`src/rtl/encoder42_low_evt.sv`:
```
// Registered 4-to-2 encoder for active-low request lines. Each pattern must be stable
// before it is accepted, and each accepted non-idle pattern emits one valid/ready code event.
module encoder42_low_evt #(
  parameter int unsigned STABLE_CYCLES = 4,
  parameter int unsigned CNT_W         = 8
) (
  input  logic       clk,
  input  logic       rst,
  input  logic [3:0] y_n,
  input  logic       out_ready,
  input  logic       ovr_clr,
  output logic       out_valid,
  output logic [1:0] out_code,
  output logic       out_err,
  output logic       held,
  output logic       ovr
);

  localparam int unsigned Y_W    = 4;
  localparam int unsigned CODE_W = 2;
  localparam int unsigned NLOW_W = 3;

  localparam logic [CNT_W-1:0] CNT_MAX  = CNT_W'(STABLE_CYCLES);
  localparam logic [CNT_W-1:0] CNT_LAST = CNT_W'(STABLE_CYCLES - 1);
  localparam logic [Y_W-1:0]   IDLE     = '1;

  logic [Y_W-1:0]    y_q;
  logic [Y_W-1:0]    acc;
  logic [CNT_W-1:0]  cnt;
  logic              acc_stb;

  logic [CODE_W-1:0] enc_code;
  logic [NLOW_W-1:0] n_low;
  logic              enc_multi;
  logic              ev;
  logic              ev_load;
  logic              ev_drop;

  // Classify the accepted pattern: the highest low index wins, and more than one low line flags an error.
  always_comb begin
    enc_code = '0;
    n_low    = '0;
    for (int i = 0; i < int'(Y_W); i++) begin
      if (!acc[i]) begin
        enc_code = CODE_W'(i);
        n_low    = n_low + NLOW_W'(1);
      end
    end
    enc_multi = (n_low > NLOW_W'(1));
    ev        = acc_stb && (acc != IDLE);
    ev_load   = ev && (!out_valid || out_ready);
    ev_drop   = ev && out_valid && !out_ready;
  end

  always_ff @(posedge clk) begin
    if (rst) begin
      y_q       <= IDLE;
      acc       <= IDLE;
      cnt       <= '0;
      acc_stb   <= 1'b0;
      out_valid <= 1'b0;
      out_code  <= '0;
      out_err   <= 1'b0;
      held      <= 1'b0;
      ovr       <= 1'b0;
    end else begin
      y_q <= y_n;

      // Stability filter: restart on any change, saturate once the window is full.
      if (y_n != y_q) begin
        cnt <= '0;
      end else if (cnt != CNT_MAX) begin
        cnt <= cnt + CNT_W'(1);
      end

      acc_stb <= 1'b0;
      if ((y_n == y_q) && (cnt == CNT_LAST) && (y_q != acc)) begin
        acc     <= y_q;
        acc_stb <= 1'b1;
      end

      if (acc_stb) begin
        held <= (acc != IDLE);
      end

      // A load may coincide with the transfer of the previous event.
      if (ev_load) begin
        out_valid <= 1'b1;
        out_code  <= enc_code;
        out_err   <= enc_multi;
      end else if (out_valid && out_ready) begin
        out_valid <= 1'b0;
      end

      if (ev_drop) begin
        ovr <= 1'b1;
      end else if (ovr_clr) begin
        ovr <= 1'b0;
      end
    end
  end

endmodule

```
`config.mk`:
```
export PLATFORM = sky130hd
export DESIGN_NAME = encoder42_low_evt
export DESIGN_NICKNAME = d
export VERILOG_FILES = /design/src/rtl/encoder42_low_evt.sv
export SDC_FILE = /design/constraint.sdc
export NUM_CORES = 1
export LEC_CHECK = 0
export CAP_MARGIN = 20
export CORE_UTILIZATION = 58
export DETAILED_ROUTE_END_ITERATION = 8
export DONT_BUFFER_PORTS = 1
export GPL_TIMING_DRIVEN = 0
export PLACE_DENSITY_LB_ADDON = 0.08
export SLEW_MARGIN = 20
export SYNTH_ARGS = -nofsm -noshare
export SYNTH_HDL_FRONTEND = slang
export SYNTH_SLANG_ARGS = --single-unit
export TNS_END_PERCENT = 5
```
`constraint.sdc`:
```
create_clock -name clk -period 2.4 [get_ports clk]
set_clock_uncertainty 0.1 [all_clocks]
set_input_delay 0.48 -clock clk [delete_from_list [all_inputs] [get_ports clk]]
set_output_delay 0.48 -clock clk [all_outputs]
set_load 0.01 [all_outputs]
```
# Word-level counts from Yosys, hierarchy flattened
# Index checks and enable logic that the tools add are counted.
# op_classes
eq_ne	6
mux	12
n_reduce_logical	13
addsub	4
div	0
n_shift	0
magnitude_cmp	1
n_bitwise	0
multipliers	0
# ops
cell	count
3-bit by 1-bit adder with 3-bit output, second input constant	3
3-bit two-way mux	3
8-bit by 1-bit adder with 8-bit output, second input constant	1
8-bit by 2-bit equality test with 1-bit output, second input constant	1
4-bit != test	2
8-bit by 3-bit != test with 1-bit output, second input constant	1
1-bit logical AND	7
1-bit two-way mux	7
4-bit equality test	1
2-bit two-way mux	2
4-bit != test, second input constant	1
2-bit nonzero test	2
3-bit by 1-bit greater-than comparator with 1-bit output, second input constant	1
1-bit zero test	2
2-bit OR reduction	1
1-bit logical OR	1
# totals
word_cells	45
ramBits	0
romBits	0
ff_bits	23
mem_count	0
out_inout_bits	6
latch_bits	0
inputBits	8

# Longest topological paths before layout
# Gate-level depths: netlist of run 1.
# depth
ltp_word	8
ltp_mapped	8
mapped_depth_nobuf	8

# Least setup slack after synthesis of run 1
# OpenSTA, ideal clock, no wires.
# synth_path
path_kind	flip-flop to flip-flop
startpoint	register acc[0]
endpoint	register out_err
setup_slack_ns	0.639
t_required_ns	2.229
synth_period_minus_slack_ns	1.761
setup_time_ns	0.071
arrival_time_ns	1.590
path_stages_with_launch	8
path_buffers	0
path_cell_list	dfxtp_1 -> inv_1 -> ha_1 -> xnor2_1 -> ha_1 -> xor2_1 -> a211o_1 -> a21oi_1
# synth_between
elab_chain_cells	8
word_cells_on_any_way	11
cone_classes	3 x add/sub; 1 x order compare; 1 x eq/ne; 4 x mux; 2 x reduce/logical
# synth_rtl
element	line_no	rtl
from (decl)	28	logic [Y_W-1:0] acc;
from (signal assigned)	78	acc <= y_q;
1-bit two-way mux	44	if (!acc[i]) begin
3-bit by 1-bit adder with 3-bit output	46	n_low = n_low + NLOW_W'(1);
3-bit two-way mux	44	
3-bit by 1-bit adder with 3-bit output	46	
3-bit two-way mux	44	
3-bit by 1-bit adder with 3-bit output	46	
3-bit two-way mux	44	
3-bit by 1-bit greater-than comparator with 1-bit output	49	enc_multi = (n_low > NLOW_W'(1));
to (signal assigned)	90	out_err <= enc_multi;
to (decl)	14	output logic out_err,
# Parallel ways exist; a longest one is shown, timed or not.
# A chain may end at the register's enable or synchronous reset.

# Worst setup path in the final report of run 1
# Ends and elaborated chain as after synthesis.

==> results of run 1 <==
==> worst paths after layout <==
kind                                            from                   end  slack [ns]  cells past startpoint
worst min register to register  out_err$_SDFFE_PP0P_  out_err$_SDFFE_PP0P_        0.41                      2
worst max register to register   acc[0]$_SDFFE_PP1P_  out_err$_SDFFE_PP0P_        0.50                      7
worst min-delay path                          y_n[2]     y_q[2]$_SDFF_PP1_        0.16                      1
worst max-delay path             acc[0]$_SDFFE_PP1P_  out_err$_SDFFE_PP0P_        0.50                      7
==> through the flow <==
stage | utilization | power [mW] | hold slack (ns) | setup slack (ns) | area (µm²)
global route | 0.675 | 0.623 | 0.143 | 0.413 | 1200
floorplan | - | 0.423 | 0.380 | 0.639 | 1140
global placement | 0.660 | 0.427 | 0.390 | 0.563 | 1180
detailed placement | 0.660 | 0.428 | 0.395 | 0.514 | 1180
CTS | 0.675 | 0.605 | 0.158 | 0.481 | 1200
finish | 0.675 | 0.599 | 0.163 | 0.499 | 1200
==> layout make-up <==
cell class                 instances  share of cell area
sequential                        23               0.383
inverter                           6              0.0187
buffer                             4              0.0187
clock buffer                       3              0.0187
clock inverter                     1             0.00416
multi-input combinational         91               0.531
tap                               25              0.0260
==> registers in the layout (all words and copies together) (netlist names) <==
| register | count |
|---|---|
| acc | 4 |
| acc_stb | 1 |
| cnt | 8 |
| held | 1 |
| out_code | 2 |
| out_err | 1 |
| out_valid | 1 |
| ovr | 1 |
| y_q | 4 |
==> cell usage after synthesis, drive strengths merged <==
library cell and number:
nor2 19, mux2i 6, xor2 14, nand3b 1
buf 1, or2b 1, a21oi 4, and3 2
nor2b 3, ha 6, a211o 1, o21ai 3
or2 4, nand3 8, o211a 1, or3b 1
xnor2 2, dfxtp 23, clkdlybuf4s50 1, or4 1
a21o 1, inv 6, o22ai 1, nand2 5
nand2b 2, nor3 3, nor4 2, clkbuf 2
==> metal layers <==
| metal | track usage | wire length [µm] | part of all wire |
|---|---|---|---|
| met3 | 0.0431 | 84 | 0.050 |
| met2 | 0.269 | 728 | 0.43 |
| met5 | 0 | 0 | 0 |
| met4 | 0.0706 | 24 | 0.014 |
| met1 | 0.250 | 849 | 0.50 |
==> worst reg2reg max path, cell delays in order (launching register included) <==
cell and delay [ns]:
dfxtp_1 0.45, inv_1 0.07, ha_1 0.33, xnor2_1 0.15, ha_1 0.20, xor2_1 0.16
a211o_1 0.29, a21oi_1 0.11
==> power by group <==
group / leakage [nW] / internal, mW / switching (mW)
clock: 0.0177 / 0.0622 / 0.118
sequential: 0.187 / 0.386 / 0.00446
combinational: 0.290 / 0.0134 / 0.0156
==> kinds of logic (layout without fill, tap and decap cells) <==
logic type	count (synthesis)	count (layout)	synth area share
compound gates	11	11	0.0590
xor+xnor	16	16	0.122
fa+ha+maj	6	6	0.0656
buf+inv	10	14	0.0393
flops	23	23	0.402
mux	6	6	0.0525
simple gates	52	52	0.259
==> reports/qor.txt, run 1 <==
Total GRT Usage: 0.181
Core Area: 1780 µm²
H-tree levels: 1
Nature of the critical path startpoint: register
Critical path class: reg2reg
Register area share after synthesis: 0.402
PostCTS Resize Cnt: 0
Largest net degree at the start of global routing: 14
Clock sink total: 23
Req. time, crit path: 2.55 ns
Crit path top cell by count: ha_1
Cell taking the most area after synthesis: dfxtp_1
Share of post-route cells with drive strength above 1: 0.117
Status: complete, no violations
Nets@finish: 143
Peak Freq: 526 MHz
Pre-antenna DRT Iters: 4
Gpl congestion: 0.778
DRC: 0
Setup TNS: 0 ns
Power per cell area: 498 nW/µm²
Routed len/inst: 11.0 µm
Distinct cells, synth: 32
Most common cell after layout, fill and taps aside: dfxtp_1
Fin crit period: 1.90 ns
Bufs and invs on worst path: 1
CTS root buf: clkbuf_4
N_diodes: 0
Worst path max stage delay: 0.45 ns
Bufs on Longest Clock Path: 2
HP Class: in2reg
ANT nets after route: 0
CTS Buf Count: 3
FF+latch area: 460 µm²
FILL cells: 167
Relative slew slack: 0.721
Mapped Nets: 138
Worst-skew pair later-pin latency: 0.31 ns
Multi-input gate area: 639 µm²
Post-Syn Area: 1140 µm²
FF+latch count, synth: 23
Chip height: 46.4 µm
Max-cap violations: 0
Vias in the first global route: 680
Synth top area cells: dfxtp_1 40%, xor2_1 11%, ha_1 6.6%, nor2_1 6.2%, mux2i_1 5.2%
IO Pins: 14
CTS tree: yes
Setup crit end kind: register
Initial antenna violation count: 0
Die Area: 2160 µm²
Buffers on Ports: 0
CP Data Arrival Time: 2.05 ns
Syn_area_per_cell: 9.23 µm²
Area grow syn2layout: 5.14%
Vias per cell: 5.29
Hold buffers post-CTS: 0
Final Routed Wirelength: 1690 µm
Cell Chain, Critical Path: inv_1, ha_1, xnor2_1, ha_1, xor2_1, a211o_1, a21oi_1
Clock Pin Slew Worst Setup and Hold Paths: 0.13 ns
DP HPWL: 1280 µm
Post-route clock period utilization: 0.792
CP top delay family: adder cells
Peak VDD IR: 0.000421 V
Synth top area share: 0.402
Yosys warning total: 0
Total global routing overflow: 0
CP Max Fanout: 5
Row count: 15
DRT iter0 DRCs: 12
Initial Util: 0.642
# setup viols final: 0
First-pass GRT wire length: 2770 µm
Unrepaired setup endpoints after global routing: no
Static leakage: 0.494 nW
Final non-filler cell total: 153
Chip Width: 46.4 µm
Placed insts: 149
Max-slew violation count: 0
Slew @ Worst Pin: 0.418 ns
Most frequent cells in the layout: 23 x dfxtp_1, 19 x nor2_1, 14 x xor2_1
Via count: 810
Gate Count Post-Synth: 124
Worst path slowest cell: dfxtp_1
Total setup buffers inserted after CTS: 0
Final Hold Fails: 0
Power figures use the tool's default switching activity.
==> inputs of run 2 (changes only) <==
ABC_AREA = 1   (was unset)
clock period = 1.8 ns   (was 2.4 ns; I/O delays follow)
==> reports/qor.txt, run 2 <==
Status: complete, no violations
FILL cells: 170
Register area share after synthesis: 0.391
Area grow syn2layout: 7.96%
DRC: 0
Post-layout util: 0.699
Chip Width: 47.1 µm
Die Area: 2220 µm²
Cell taking the most area after synthesis: dfxtp_1
CP top delay family: adder cells
Max-slew violation count: 0
DRT iter0 DRCs: 18
Main synth FF type: dfxtp_1
Syn_area_per_cell: 7.37 µm²
Post-synth ARST share: 0
Routed len/inst: 10.6 µm
Static leakage: 0.595 nW
CTS root buf: clkbuf_4
Peak VDD IR: 0.000462 V
Initial Util: 0.647
Critical path class: reg2reg
Total global routing overflow: 0
Largest register FFs: 8
IO Pins: 14
Simple-Gate Fraction of Synth Area: 0.321
Share of post-route cells with drive strength above 1: 0.164
Relative slew slack: 0.822
Largest family of logic cells by synthesized area: simple AND/OR/NAND/NOR gates
CTS tree: yes
Largest net degree at the start of global routing: 14
Levels on crit path: 9
Final Hold Fails: 0
Clock Pin Slew Worst Setup and Hold Paths: 0.13 ns
Worst slack, placed: -0.0294 ns
Worst path slowest cell: dfxtp_4
Most frequent cell after synthesis: nand2_1
Largest regs: cnt: 8 flops, acc: 4 flops, y_q: 4 flops
Most frequent cells in the layout: 42 x nand2_1, 21 x dfxtp_1, 19 x inv_1
Vias per cell: 5.24
Req. time, crit path: 1.92 ns
Peak Freq: 607 MHz
FF+latch count, synth: 23
Synth Area in XOR/XNOR: 0.0669
Hold buffers post-CTS: 0
Pre-antenna DRT Iters: 4
Distinct cells, synth: 25
Synth top area share: 0.391
Post-route clock period utilization: 0.915
Worst path max stage delay: 0.39 ns
Commonest cells in the netlist: 42 x nand2_1, 23 x dfxtp_1, 21 x inv_1, 14 x nor2_1, 9 x nand3_1
Worst-skew pair later-pin latency: 0.31 ns
Via count: 996
Row count: 15
Most common cell after layout, fill and taps aside: nand2_1
FF-to-FF setup slack: 0.15 ns
DP Area: 1210 µm²
Nature of the critical path startpoint: register
Total design power: 0.797 mW
Max-cap violations: 0
Final non-filler cell total: 190
Post-synthesis compound-gate area fraction: 0.0711
Design area: 1270 µm²
Bufs and invs on worst path: 2
Slew @ Worst Pin: 0.267 ns
Setup ws final: 0.154 ns
Clock sink total: 23
Hold path depth: 2
Mux cell area share after synthesis: 0
Placed insts: 185
Setup crit end kind: register
Buffers on Ports: 0
Chip height: 47.1 µm
HP Class: in2reg
N_diodes: 0
Adder-cell share of the synthesized area: 0.0637
Setup TNS: 0 ns
Biggest register: cnt
Hold WS: 0.0447 ns
Initial antenna violation count: 0
Nets@finish: 180
Synth top area cells: dfxtp_1 39%, nand2_1 13%, inv_1 6.7%, ha_1 6.4%, nor2_1 4.5%
ANT nets after route: 0
Vias in the first global route: 847
Fin crit period: 1.65 ns
Bufs on Longest Clock Path: 2
First-pass GRT wire length: 3300 µm
FF-to-FF path depth: 9
Cell Chain, Critical Path: inv_2, ha_4, xnor2_2, ha_1, nand2_1, xnor2_1, o21ai_0, o21ai_0, inv_1
Final Routed Wirelength: 2010 µm
Crit path top cell by count: o21ai_0
Power per cell area: 626 nW/µm²
Unrepaired setup endpoints after global routing: no
Gpl congestion: 0.832
H-tree levels: 1
# setup viols final: 0
Number of flops mapped to enable cells by yosys: 0
Post-Syn Area: 1180 µm²
DP HPWL: 1510 µm
Total GRT Usage: 0.210
Core Area: 1820 µm²
Gate Count Post-Synth: 160
CP Data Arrival Time: 1.77 ns
CP Max Fanout: 4
Yosys warning total: 0
Mapped Nets: 174
CTS Buf Count: 3
-- run 2: changes by cell type after synthesis, moves of 3 or more --
cell     before  now
xor2_1       14    3
xnor2_1       2    6
nand2_1       5   42
nand4_1       0    5
mux2i_1       6    0
inv_1         6   21
a21oi_1       4    8
nor2b_1       3    0
nor2_1       19   14
-- run 2: repair_timing --
action	CTS	global route
buffers inserted	0	1
gates resized for setup	2	7
endpoints found under the setup margin	1	1
pin swaps	0	1
-- run 2: final cells by class --
cell class | count | area (µm²) | share of cell area
Buffer | 2 | 16.3 | 0.0128
Tap cell | 25 | 31.3 | 0.0246
Inverter | 23 | 86.3 | 0.0678
Timing Repair Buffer | 1 | 7.51 | 0.00590
Clock inverter | 1 | 5.00 | 0.00393
Multi-Input combinational cell | 112 | 636 | 0.500
Sequential cell | 23 | 468 | 0.368
Clock buffer | 3 | 22.5 | 0.0177
-- run 2: cell families after synthesis --
group                    after synthesis
AO/OA/AOI/OAI                         15
XOR/XNOR                               9
adder cells (fa/ha/maj)                6
buffers and inverters                 25
flip-flops                            23
AND/OR/NAND/NOR                       82
-- run 2: final timing paths --
path                                          start                    to
worst min-delay path                         y_n[0]     y_q[0]$_SDFF_PP1_
worst max register to register  acc[0]$_SDFFE_PP1P_  out_err$_SDFFE_PP0P_
worst max-delay path            acc[0]$_SDFFE_PP1P_  out_err$_SDFFE_PP0P_
worst min register to register  cnt[0]$_SDFFE_PP0P_   cnt[0]$_SDFFE_PP0P_
-- run 2: report_power, final --
group	leakage (nW)	switching (mW)	internal, mW
clock network	0.0177	0.154	0.0829
logic	0.391	0.0275	0.0148
registers	0.186	0.00641	0.511
total	0.595	0.188	0.609
-- run 2: worst reg2reg max path: cells and delay by family, from the launching register on --
family	cells	cell delay, ns
fa+ha+maj	2	0.41
simple gates	1	0.06
flops	1	0.39
compound gates	2	0.22
xor+xnor	2	0.28
buf+inv	2	0.11
-- run 2: layer usage --
layer,GRT usage,routed length (µm),up-vias
li1,-,-,510
met1,0.263,930,461
met2,0.350,972,23
met3,0.0462,87,2
met4,0.0857,17,0
met5,0,0,-
